### config.mk
export PLATFORM = sky130hd
export DESIGN_NAME = fp_seq_mult
export DESIGN_NICKNAME = d
export VERILOG_FILES = /design/src/rtl/fp_seq_mult.sv
export SDC_FILE = /design/constraint.sdc
export NUM_CORES = 1
export LEC_CHECK = 0
export ABC_CLOCK_PERIOD_IN_PS = 7700
export BUFFER_PORTS_ARGS = -buffer_cell sky130_fd_sc_hd__buf_2
export CAP_MARGIN = 20
export CORE_AREA = 2 2 116 118
export DETAILED_ROUTE_END_ITERATION = 16
export DIE_AREA = 0 0 118 120
export PLACE_DENSITY_LB_ADDON = 0.15
export SYNTH_ARGS = -nofsm -noshare
export SYNTH_HDL_FRONTEND = slang
export SYNTH_SLANG_ARGS = --single-unit
### constraint.sdc
create_clock -name CLK -period 7.7 [get_ports CLK]
set_clock_uncertainty 0.2 [all_clocks]
set_input_delay 0.385 -clock CLK [delete_from_list [all_inputs] [get_ports CLK]]
set_output_delay 0.385 -clock CLK [all_outputs]
set_load 0.01 [all_outputs]
### src/rtl/fp_seq_mult.sv
// fp_seq_mult: iterative shift-add unsigned significand multiplier.
// Produces the full 2*WIDTH product plus a normalised mantissa, normalisation
// flag and sticky bit for the round/pack stage.
// Optional feature macro: FPMUL_EARLY_TERM_EN. When it is defined, the operation
// finishes as soon as the remaining multiplier bits are all zero, and a barrel
// shifter aligns the partial product.
module fp_seq_mult #(
    parameter int unsigned WIDTH = 24
) (
    input  logic                 CLK,
    input  logic                 RST,
    input  logic                 start,
    input  logic [WIDTH-1:0]     A,
    input  logic [WIDTH-1:0]     B,
    output logic                 busy,
    output logic                 done,
    output logic [2*WIDTH-1:0]   prod,
    output logic [WIDTH-1:0]     mant,
    output logic                 norm,
    output logic                 sticky
);

    localparam int unsigned W  = WIDTH;
    localparam int unsigned PW = 2 * WIDTH;
    localparam int unsigned CW = $clog2(WIDTH + 1);

    typedef enum logic [1:0] {IDLE, RUN, DONE} state_t;

    state_t          state_q;
    logic [W:0]      hi_q;
    logic [W-1:0]    lo_q;
    logic [W-1:0]    mcand_q;
    logic [CW-1:0]   cnt_q;
    logic            busy_q;
    logic            done_q;
    logic [PW-1:0]   prod_q;
    logic [W-1:0]    mant_q;
    logic            norm_q;
    logic            sticky_q;

    logic [W:0]      sum;
    logic [W:0]      hi_d;
    logic [W-1:0]    lo_d;
    logic [CW-1:0]   cnt_d;
    logic            last;
    logic [PW-1:0]   prod_d;
    logic [W-1:0]    mant_d;
    logic            norm_d;
    logic            sticky_d;
`ifdef FPMUL_EARLY_TERM_EN
    logic [W:0]      bit_pos;
    logic [W-1:0]    rem_mask;
`endif

    // One shift-add step, end-of-operation detection and result formatting.
    always_comb begin
        sum   = hi_q + (lo_q[0] ? {1'b0, mcand_q} : '0);
        hi_d  = {1'b0, sum[W:1]};
        lo_d  = {sum[0], lo_q[W-1:1]};
        cnt_d = cnt_q - CW'(1);
`ifdef FPMUL_EARLY_TERM_EN
        // Unprocessed multiplier bits are lo_q[cnt-1:1]; if all zero the
        // remaining steps are pure shifts, so finish them in one go.
        bit_pos  = (W+1)'(1) << cnt_q;
        rem_mask = W'(bit_pos - (W+1)'(1)) & ~W'(1);
        last     = (cnt_q == CW'(1)) || ((lo_q & rem_mask) == '0);
        prod_d   = {hi_d[W-1:0], lo_d} >> cnt_d;
`else
        last     = (cnt_q == CW'(1));
        prod_d   = {hi_d[W-1:0], lo_d};
`endif
        norm_d   = prod_d[PW-1];
        mant_d   = norm_d ? prod_d[PW-1:W] : prod_d[PW-2:W-1];
        sticky_d = norm_d ? |prod_d[W-1:0] : |prod_d[W-2:0];
    end

    // Control FSM with datapath and registered outputs.
    always_ff @(posedge CLK or negedge RST) begin
        if (!RST) begin
            state_q  <= IDLE;
            hi_q     <= '0;
            lo_q     <= '0;
            mcand_q  <= '0;
            cnt_q    <= '0;
            busy_q   <= 1'b0;
            done_q   <= 1'b0;
            prod_q   <= '0;
            mant_q   <= '0;
            norm_q   <= 1'b0;
            sticky_q <= 1'b0;
        end else begin
            case (state_q)
                IDLE, DONE: begin
                    done_q <= 1'b0;
                    if (start) begin
                        lo_q    <= A;
                        hi_q    <= '0;
                        mcand_q <= B;
                        cnt_q   <= CW'(W);
                        state_q <= RUN;
                        busy_q  <= 1'b1;
                    end else begin
                        state_q <= IDLE;
                        busy_q  <= 1'b0;
                    end
                end
                RUN: begin
                    hi_q  <= hi_d;
                    lo_q  <= lo_d;
                    cnt_q <= cnt_d;
                    if (last) begin
                        state_q  <= DONE;
                        busy_q   <= 1'b0;
                        done_q   <= 1'b1;
                        prod_q   <= prod_d;
                        mant_q   <= mant_d;
                        norm_q   <= norm_d;
                        sticky_q <= sticky_d;
                    end
                end
                default: begin
                    state_q <= IDLE;
                    busy_q  <= 1'b0;
                    done_q  <= 1'b0;
                end
            endcase
        end
    end

    assign busy   = busy_q;
    assign done   = done_q;
    assign prod   = prod_q;
    assign mant   = mant_q;
    assign norm   = norm_q;
    assign sticky = sticky_q;

endmodule

# [Word-level counts from Yosys, hierarchy flattened]
# Index checks and enable logic that the tools add are counted.
[classes] add_sub_neg=2 n_mul=0 n_div=0 magnitude_cmp=0 eq_ne=5 shifts=0 muxes=17 bitwise=0 n_reduce_logical=8
[op_table] op="24-bit 2-to-1 mux" count=3
[op_table] op="25-bit one-hot mux with 2 select lines" count=1
[op_table] op="24-bit one-hot mux with 2 select lines" count=1
[op_table] op="25-bit by 24-bit adder with 25-bit output" count=1
[op_table] op="25-bit 2-to-1 mux" count=1
[op_table] op="24-bit OR reduction" count=1
[op_table] op="23-bit OR reduction" count=1
[op_table] op="5-bit one-hot mux with 2 select lines" count=1
[op_table] op="1-bit 2-to-1 mux" count=6
[op_table] op="2-bit AND reduction" count=3
[op_table] op="5-bit by 1-bit equality test with 1-bit output, second input constant" count=1
[op_table] op="5-bit 2-to-1 mux" count=1
[op_table] op="5-bit by 1-bit subtractor with 5-bit output, second input constant" count=1
[op_table] op="2-bit != test, second input constant" count=2
[op_table] op="2-bit one-hot mux with 2 select lines" count=1
[op_table] op="2-bit by 1-bit equality test with 1-bit output, second input constant" count=1
[op_table] op="2-bit equality test, second input constant" count=1
[op_table] op="2-bit logical NOT" count=1
[op_table] op="2-bit 2-to-1 mux" count=1
[op_table] op="1-bit one-hot mux with 2 select lines" count=1
[op_table] op="2-bit nonzero test" count=1
[op_table] op="2-bit OR reduction" count=1
[totals] register_bits=156 latchBits=0 ram_bits=0 mem_bits_ro=0 inputBits=51 output_inout_bits=76 wordCells=43 memories=0

# [Longest topological paths before layout]
# Gate-level depths: netlist of run 1.
[logic_depth] depth_word=4 depth_mapped=13 depth_no_buf=11

# [Least setup slack after synthesis of run 1]
# OpenSTA, ideal clock, no wires.
[synth_path] path_kind="register to register" startpoint="register lo_q[0]" endpoint="register sticky_q (netlist: sticky)" setup_ns=0.132 arrival_ns=2.716 required_ns=7.368 setup_slack_ns=4.652 path_stages_with_launch=12 n_path_buf=0 synth_period_minus_slack_ns=3.048 path_cell_list="dfrtp_1 and2_1 ha_1 fa_1 a21o_1 a311oi_1 or3_4 a21oi_2 and3b_4 nor2_8 a2111oi_0 nor2_1"
[synth_via] elab_chain_cells=4
[synth_rtl] item="start, declared" line="31" text="logic [W-1:0] lo_q;"
[synth_rtl] item="start signal, assigned" line="109" text="lo_q <= lo_d;"
[synth_rtl] item="24-bit 2-to-1 mux (*)" line="57" text="sum = hi_q + (lo_q[0] ? {1'b0, mcand_q} : '0);"
[synth_rtl] item="25-bit by 24-bit adder with 25-bit output (*)" line="57"
[synth_rtl] item="24-bit OR reduction" line="74" text="sticky_d = norm_d ? |prod_d[W-1:0] : |prod_d[W-2:0];"
[synth_rtl] item="1-bit 2-to-1 mux (*)" line="74"
[synth_rtl] item="end signal, assigned" line="118" text="sticky_q <= sticky_d;"
[synth_rtl] item="end, declared" line="39" text="logic sticky_q;"
# Mark *: on every way between the ends. The rest lies on a longest branch, timed or not.
# A chain may end at the register's enable or synchronous reset.

# [Worst setup path after layout of run 1]
[layout_path] startpoint="register lo_q[0]" endpoint="register mant_q[12] (netlist: mant[12])"
[layout_via] elab_chain_cells=3
[layout_rtl] item="24-bit 2-to-1 mux" line="57"
[layout_rtl] item="25-bit by 24-bit adder with 25-bit output" line="57"
[layout_rtl] item="24-bit 2-to-1 mux" line="73" text="mant_d = norm_d ? prod_d[PW-1:W] : prod_d[PW-2:W-1];"
[layout_rtl] item="end signal, assigned" line="116" text="mant_q <= mant_d;"
[layout_rtl] item="end, declared" line="37" text="logic [W-1:0] mant_q;"
# No other way between the ends.

==> results of run 1 <==
layer usage:
metal,up-vias,track usage (%),wire length [um]
li1,3072,-,-
met4,0,11.4,419
met3,24,6.42,951
met2,186,49.7,10200
met1,3183,37.6,8570
met5,-,0,0
metrics by stage:
| step | worst slack [ns] | instance area, sq um | utilization [%] |
|---|---|---|---|
| 2_1_floorplan | 4.65 | 7700 | - |
| 3_3_place_gp | 3.98 | 8370 | 64.4 |
| 3_5_place_dp | 3.88 | 8390 | 64.6 |
| 4_1_cts | 3.84 | 9360 | 72.1 |
| 5_1_grt | 3.54 | 9420 | 72.6 |
| 6_report | 3.82 | 9420 | 72.6 |
kinds of logic after synthesis:
logic type | Yosys count
AOI/OAI and AO/OA | 163
xor gates and xnor gates | 16
adders and majority gates | 27
buffers and inverters | 60
DFF | 152
muxes | 45
and+or+nand+nor | 341
flip-flops by register name, indices dropped and copies added (netlist names):
signal and flops:
prod 48, hi_q 24, lo_q 24, mant 24, mcand_q 24, cnt_q 5
busy 1, state_q 1, sticky 1
power breakdown:
part | internal, mW | total (mW) | switching (mW) | leakage (nW)
Clock | 0.491 | 0.812 | 0.321 | 0.265
Sequential | 1.17 | 1.44 | 0.271 | 1.92
Combinational | 0.866 | 2.08 | 1.22 | 2.58
critical path, stage by stage (launching register included):
cell	delay [ns]
dfrtp_1	0.66
and2_1	0.28
ha_1	0.21
fa_1	0.42
a21o_1	0.23
a311oi_1	0.36
o21ai_0	0.19
a21boi_0	0.43
nor4b_1	0.12
a311o_1	0.36
mux2i_1	0.19
o21ai_1	0.08
final timing paths:
check / startpoint / endpoint / slack (ns) / depth (start not counted)
setup / recovery: lo_q[0]$_DFFE_PN0P_ / mant[12]$_DFFE_PN0P_ / 3.82 / 11
hold / removal: A[22] / lo_q[22]$_DFFE_PN0P_ / 0.01 / 3
hold reg to reg: prod[37]$_DFFE_PN0P_ / prod[37]$_DFFE_PN0P_ / 0.27 / 2
min in group asynchronous: RST / mcand_q[9]$_DFFE_PN0P_ / 0.33 / 2
setup reg to reg: lo_q[0]$_DFFE_PN0P_ / mant[12]$_DFFE_PN0P_ / 3.82 / 11
max in group asynchronous: RST / prod[17]$_DFFE_PN0P_ / 5.84 / 4
layout make-up:
class / count / area [sq um]
Sequential cell: 152 / 3800
Multi-Input combinational cell: 592 / 3630
Fill cell: 969 / 3560
Timing Repair Buffer: 175 / 1150
Clock buffer: 23 / 468
Tap cell: 176 / 220
Clock inverter: 7 / 96.3
Inverter: 12 / 45.0
cells in the final DEF (no fill, tap or decap), drive strengths merged, types with 8 or more instances in the layout:
master / synthesis / final
inv: 11 / 12
nor3: 11 / 11
nand3: 9 / 9
nor4: 8 / 8
nor2: 30 / 30
a21o: 8 / 8
and2: 27 / 27
o21a: 8 / 8
o21ai: 38 / 38
a22oi: 24 / 24
mux2: 24 / 24
buf: 14 / 133
clkbuf: 34 / 23
mux2i: 21 / 21
dfrtp: 152 / 152
dlygate4sd3: 0 / 42
a22o: 23 / 23
nand2: 228 / 228
xnor2: 10 / 10
ha: 26 / 26
a21oi: 30 / 30
==> results.cfg, run 1 <==
[place]
dp.cells = 1063
port_buffers = 126
dp_hpwl_um = 12800
globalplace.congestion = 0.858

[floorplan]
die_w_um = 118
fp.coreArea_sq_um = 13000
dieHeight_um = 120
fp.dieArea_sq_um = 14200
rows = 42
initial_core_util_pct = 59.3
ios = 127

[critical_path]
cp_max_fo = 25
critPathLaunchType = register
crit_arrival_ns = 3.95
crit_type = reg -> reg
required_ns = 7.77
crit_path_end_kind = register

[global_routing]
grt_first_pass_wirelength_um = 33400
grt.total_usage_pct = 29.6
grt_overflow_total = 0
antenna_found_initial = 0
grt_pass1_vias = 6643
grt_max_degree = 87

[route]
vias = 6465
vias_per_cell = 5.69
drc = 0
ant_nets = 0
firstDrtPassIters = 5
wl_um = 20200
wl_per_cell_um = 17.7
first_iter_violations = 469

[yosys]
yosys.area_share.simple_pct = 19.6
syn_area_sq_um = 7700
synth_top_family_by_area = simple AND/OR/NAND/NOR gates
synth_commonest_cells = nand2_1, dfrtp_1, clkbuf_1
synthTopCellsByArea = dfrtp_1, nand2_1, ha_1
async_flop_share_pct = 100
post-synth-top-area-cell = dfrtp_1
synth.ff_latch_count = 152
yosys.cell_types.count = 62
synthCells = 804
synth_top_area_share_pct = 49.4
yosys_warnings = 0
synth.most_common_cell = nand2_1
muxShareOfSynthArea_pct = 6.24
synth-compound-area-share_pct = 14.7
synth_nets = 882
avgSynthCellArea_sq_um = 9.58
seq_area_frac_synth_pct = 49.4
synth-adder-area-share_pct = 4.48
synthFlopType = dfrtp_1
synth_edf_count = 0
synth_xor_area_share_pct = 1.82

[clock_network]
cts_buffers = 17
post_cts_buffers = 0
clock-root-buffer = clkbuf_16
cts.clk_slew.worst_paths_ns = 0.06
cts_hold_buf = 41
clock_sinks = 152
insertion_delay_ns = 0.42
cts_tree = yes
htreeDepth = 4
cts_buffer_depth = 2
cts_resized = 0

[finish]
fin_nets = 1028
drive_above_1_share_pct = 20.4
syn2layout_area_growth_pct = 22.3
antennaDiodeCount = 0
stdcell_count = 1137

[sta]
rsz0062_at_grt = no
max_freq_mhz = 257
maxSlewHeadroom_pct = 42.2
worstMarginPinSlew_ns = 0.868
finalSetupViolations = 0
tns_ns = 0
finalCriticalPeriod_ns = 3.88
timing.hold.ws_ns = 0.0106
final_hold_viol_count = 0
final.period_utilization_pct = 50.4
slew_viol_final = 0

[power]
power_density_nw_per_um2 = 460
p_leak_nw = 4.77
power_mw = 4.33
ir_drop_uv = 245

[outcome]
status = completed

[run]
cap_violations = 0

[min_path]
hold_class = in -> reg
No activity file was read; power rests on OpenSTA's default activity.
==> run 2, diff against run 1 <==
ABC_CLOCK_PERIOD_IN_PS = 3500   (was 7700)
CORE_AREA = 2 2 126 128   (was 2 2 116 118)
DIE_AREA = 0 0 128 130   (was 0 0 118 120)
clock period = 3.5 ns   (was 7.7 ns; I/O delays follow)
==> run 2 against run 1 <==
  * Cell area is 3.0% higher
  * Worst setup slack worse by 3.6 ns
  * Critical path type unchanged
  * Flip-flop and latch count did not move
  * Die area up 18%
==> results.cfg, run 2 (same netlist as run 1, synthesis figures left out) <==
[critical_path]
crit_type = reg -> reg
worstPathCellList = and2_1 > ha_1 > fa_1 > a21o_1 > a311oi_1 > o21ai_0 > a21boi_0 > nor4b_1 > a311o_1 > mux2i_1 > o21ai_1
cpPeakStageDelay_ns = 0.41
cp_max_fo = 4
required_ns = 3.57
critPathLaunchType = register
cp_slowest_cell = fa_1
crit_path_end_kind = register
crit_arrival_ns = 3.37

[global_routing]
grt_pass1_vias = 6553
grt_overflow_total = 0
grt.total_usage_pct = 24.7
grt_max_degree = 115
antenna_found_initial = 0
grt_first_pass_wirelength_um = 32600

[place]
dp.cells = 1102
port_buffers = 126
globalplace.congestion = 0.931
dp_hpwl_um = 13500
placed_area_sq_um = 8580

[sta]
finalSetupViolations = 0
finalCriticalPeriod_ns = 3.30
tns_ns = 0
worstMarginPinSlew_ns = 0.886
maxSlewHeadroom_pct = 41.0
slew_viol_final = 0
max_freq_mhz = 303
timing.hold.ws_ns = 0.0119
final_hold_viol_count = 0
final.period_utilization_pct = 94.2

[finish]
multiInputGateArea_sq_um = 3640
mostFrequentLayoutCell = nand2_1
drive_above_1_share_pct = 23.0
postLayoutCoreUtil_pct = 62.9
final_cell_mix = nand2_1, dfrtp_1, buf_2
antennaDiodeCount = 0
fillers = 1309
seq_area_sq_um = 3800
fin_area_sq_um = 9700
fin_nets = 1061
stdcell_count = 1188
largest_register_ff_count = 48
syn2layout_area_growth_pct = 26.0

[clock_network]
clock-root-buffer = clkbuf_16
cts_buffer_depth = 2
cts.clk_slew.worst_paths_ns = 0.06
insertion_delay_ns = 0.42
cts_tree = yes
htreeDepth = 4
cts_buffers = 17
clock_sinks = 152

[route]
wl_um = 19900
vias = 6545
wl_per_cell_um = 16.7
drc = 0
ant_nets = 0
firstDrtPassIters = 5
first_iter_violations = 349
vias_per_cell = 5.51

[floorplan]
ios = 127
die_w_um = 128
rows = 46
fp.dieArea_sq_um = 16600
initial_core_util_pct = 49.9
fp.coreArea_sq_um = 15400
dieHeight_um = 130

[power]
seqPwrFrac_pct = 31.7
power_frac_comb_pct = 49.7
p_leak_nw = 4.94
ir_drop_uv = 448
p_sw_mw = 4.07
switching_share_pct = 41.4
pwr-share-clk_pct = 18.6
power_density_nw_per_um2 = 1010
p_int_mw = 5.77

[outcome]
status = completed

[run]
cap_violations = 0

[min_path]
hold_class = in -> async
## run 2: timing repair
action                                  4_1_cts  5_1_grt
endpoints found under the setup margin        0       18
endpoints found under the hold margin       134        0
setup buffers                                 0        5
hold buffers                                 49        0
gates resized for setup                       0        2
## run 2: final cells by class
class	count	area share (%)
Sequential cell	152	39.2
Tap cell	192	2.48
Inverter	12	0.464
Clock inverter	13	1.46
Multi-Input combinational cell	592	37.5
Clock buffer	19	4.56
Timing Repair Buffer	208	14.3
## run 2: worst paths after layout
path	start	to	slack [ns]	depth (start not counted)
max	lo_q[0]$_DFFE_PN0P_	mant[11]$_DFFE_PN0P_	0.20	11
min	RST	mcand_q[6]$_DFFE_PN0P_	0.01	2
max reg2reg	lo_q[0]$_DFFE_PN0P_	mant[11]$_DFFE_PN0P_	0.20	11
min reg2reg	prod[29]$_DFFE_PN0P_	prod[29]$_DFFE_PN0P_	0.27	2
max in group asynchronous	RST	hi_q[23]$_DFFE_PN0P_	2.16	3
min in group CLK	start	mcand_q[23]$_DFFE_PN0P_	0.14	3
## run 2: worst max-delay path: cells and delay by family (launching register included)
family | cells | cell delay (ns)
mux | 1 | 0.16
simple gates | 2 | 0.24
flops | 1 | 0.39
compound gates | 6 | 1.53
fa+ha+maj | 2 | 0.61
## run 2: through the flow
stage	power [mW]	worst slack, ns
detailed placement	7.93	0.115
CTS	9.85	0.112
finish	9.84	0.202
floorplan	6.28	0.452
global placement	7.82	0.182
global route	10.6	-0.00383
## run 2: power groups by stage
| stage | combinational (mW) | sequential [mW] | clock (mW) |
|---|---|---|---|
| after floorplan | 3.12 | 3.16 | 0 |
| after global placement | 4.71 | 3.11 | 0 |
| after detailed placement | 4.81 | 3.12 | 0 |
| after CTS | 4.87 | 3.12 | 1.86 |
| after global routing | 5.44 | 3.22 | 1.94 |
| final | 4.89 | 3.12 | 1.83 |
## run 2: layer usage
layer | global-route usage, % | up-vias | routed length, um
li1 | - | 3146 | -
met1 | 33.3 | 3214 | 9070
met2 | 41.1 | 162 | 9590
met3 | 5.00 | 23 | 956
met4 | 7.11 | 0 | 276
met5 | 0 | - | 0
==> run 3, diff against run 2 <==
ABC_AREA = 1   (was default)
CORE_AREA = 2 2 129 131   (was 2 2 126 128)
DIE_AREA = 0 0 131 133   (was 0 0 128 130)
==> run 3 against run 2 <==
  * Global-route usage is 1.5 points higher
  * Clock-buffer cell count fell by 2
  * Power decreased by 7.7%
  * Highest routed layer unchanged
==> results.cfg, run 3 <==
[finish]
mostFrequentLayoutCell = nand2_1
drive_above_1_share_pct = 15.6
stdcell_count = 1487
fillers = 1472
postLayoutCoreUtil_pct = 62.5
fin_nets = 1333
final_cell_mix = nand2_1, dfrtp_1, inv_1
syn2layout_area_growth_pct = 24.0
fin_area_sq_um = 10100
antennaDiodeCount = 0
largest_register_ff_count = 48

[yosys]
avgSynthCellArea_sq_um = 7.52
synth_nets = 1162
synth_commonest_cells = nand2_1, dfrtp_1, inv_1
synth.ff_latch_count = 152
async_flop_share_pct = 100
synth_top_area_share_pct = 46.7
yosys.cell_types.count = 40
synthFlopType = dfrtp_1
synth_edf_count = 0
syn_area_sq_um = 8150
seq_area_frac_synth_pct = 46.7
synthTopCellsByArea = dfrtp_1, nand2_1, inv_1
post-synth-top-area-cell = dfrtp_1
synth.most_common_cell = nand2_1
yosys_warnings = 0
synthCells = 1084

[floorplan]
dieHeight_um = 133
initial_core_util_pct = 50.4
die_w_um = 131
fp.dieArea_sq_um = 17400
rows = 47
fp.coreArea_sq_um = 16200
ios = 127

[critical_path]
critPathBufInv = 3
reg2regPathDepth = 15
r2r_slack_ns = 0.53
critPathTopFamily = simple AND/OR/NAND/NOR gates
worstPathCellList = nand2_1 > inv_1 > ha_1 > fa_1 > nand2_1 > nand2_1 > nand3_1 > nand2_2 > nand2_2 > inv_1 > nor2_2 > buf_4 > nand2_1 > nand3_1 > nand2_1
required_ns = 3.62
critPathLaunchType = register
worst_path_most_repeated_cell = nand2_1
r2r_start = lo_q[0]$_DFFE_PN0P_
cp_max_fo = 13
rr_endpoint = mant[9]$_DFFE_PN0P_
crit_type = reg -> reg
crit_path_end_kind = register
crit_arrival_ns = 3.09
cpPeakStageDelay_ns = 0.50
cp_slowest_cell = dfrtp_1

[power]
p_leak_nw = 5.72
power_mw = 9.08
power_density_nw_per_um2 = 899
ir_drop_uv = 455

[route]
ant_nets = 0
wl_per_cell_um = 14.7
wl_um = 21800
vias_per_cell = 5.03
first_iter_violations = 478
drc = 0
firstDrtPassIters = 5
vias = 7476

[place]
port_buffers = 126
preCtsSetupSlack_ns = 0.531
placed_area_sq_um = 9020
globalplace.congestion = 0.930
dp_hpwl_um = 15400
dp.cells = 1407

[run]
cap_violations = 0

[clock_network]
cts.clk_slew.worst_paths_ns = 0.07
cts_resized = 0
clock_sinks = 152
post_cts_buffers = 0
cts_buffers = 17
cts_tree = yes
cts_buffer_depth = 2
clock-root-buffer = clkbuf_16
cts_hold_buf = 49
htreeDepth = 4
insertion_delay_ns = 0.43

[sta]
maxSlewHeadroom_pct = 48.0
worstMarginPinSlew_ns = 0.781
max_freq_mhz = 337
tns_ns = 0
timing.hold.ws_ns = 0.125
finalCriticalPeriod_ns = 2.97
final_hold_viol_count = 0
slew_viol_final = 0
setup_ws_ns = 0.529
final.period_utilization_pct = 84.9
rsz0062_at_grt = no
finalSetupViolations = 0

[global_routing]
grt.total_usage_pct = 26.3
use_met3_pct = 5.90
grt_pass1_vias = 7252
top_usage_layer = met2
grt_max_degree = 83
antenna_found_initial = 0
grt_overflow_total = 0
grt_first_pass_wirelength_um = 35600
grt_util_met2_pct = 41.2
grt_util_met1_pct = 36.4

[outcome]
status = completed

[min_path]
hold_class = in -> async
run 3: changes by cell type in the layout (fill, tap and decap cells not counted), sizes merged, moves of 22 or more:
cell	delta
and2	-24
o21ai	+31
mux2	-24
o221ai	+22
nand2	+241
inv	+138
nand3	+50
a22oi	-24
run 3: how the worst max path moves through the flow:
stage          slack (ns)           startpoint                    to  cells after the start
2_1_floorplan         1.0  lo_q[0]$_DFFE_PN0P_  mant[22]$_DFFE_PN0P_                     16
3_3_place_gp         0.61  lo_q[0]$_DFFE_PN0P_   mant[9]$_DFFE_PN0P_                     15
3_5_place_dp         0.53  lo_q[0]$_DFFE_PN0P_   mant[0]$_DFFE_PN0P_                     14
4_1_cts              0.52  lo_q[0]$_DFFE_PN0P_   mant[0]$_DFFE_PN0P_                     14
5_1_grt              0.28  lo_q[0]$_DFFE_PN0P_   mant[1]$_DFFE_PN0P_                     16
6_report             0.53  lo_q[0]$_DFFE_PN0P_   mant[9]$_DFFE_PN0P_                     15
run 3: logic make-up (layout without fill, tap and decap cells):
family	Yosys count	in the layout	share of synthesized area (%)
buffers and inverters	188	371	9.38
adder cells (fa/ha/maj)	27	27	4.24
AND/OR/NAND/NOR	593	593	30.3
flip-flops	152	152	46.7
AO/OA/AOI/OAI	115	115	8.43
XOR/XNOR	9	9	0.968
run 3: where the power goes:
group / internal [mW] / total, mW / switching (mW)
Sequential: 2.55 / 2.99 / 0.436
Combinational: 1.51 / 4.23 / 2.73
Clock: 1.07 / 1.86 / 0.794
Total: 5.13 / 9.08 / 3.96
run 3: worst reg2reg max path, delay by kind of cell, from the launching register on:
family	cells	cell delay (ns)
flops	1	0.50
simple gates	10	1.14
fa+ha+maj	2	0.65
buf+inv	3	0.35
run 3: final cells by class:
cell class | count | area [sq um] | share of cell area (%)
clock buffers | 17 | 425 | 4.21
clock inverters | 14 | 164 | 1.62
inverters | 150 | 564 | 5.59
multi-input cells | 744 | 3580 | 35.4
flip-flops and latches | 152 | 3800 | 37.7
well taps | 220 | 275 | 2.73
repair buffers | 190 | 1290 | 12.8
run 3: layer usage:
metal | up-vias | wire length, um
li1 | 3759 | -
met1 | 3471 | 10100
met2 | 210 | 10100
met3 | 36 | 1170
met4 | 0 | 385
met5 | - | 0
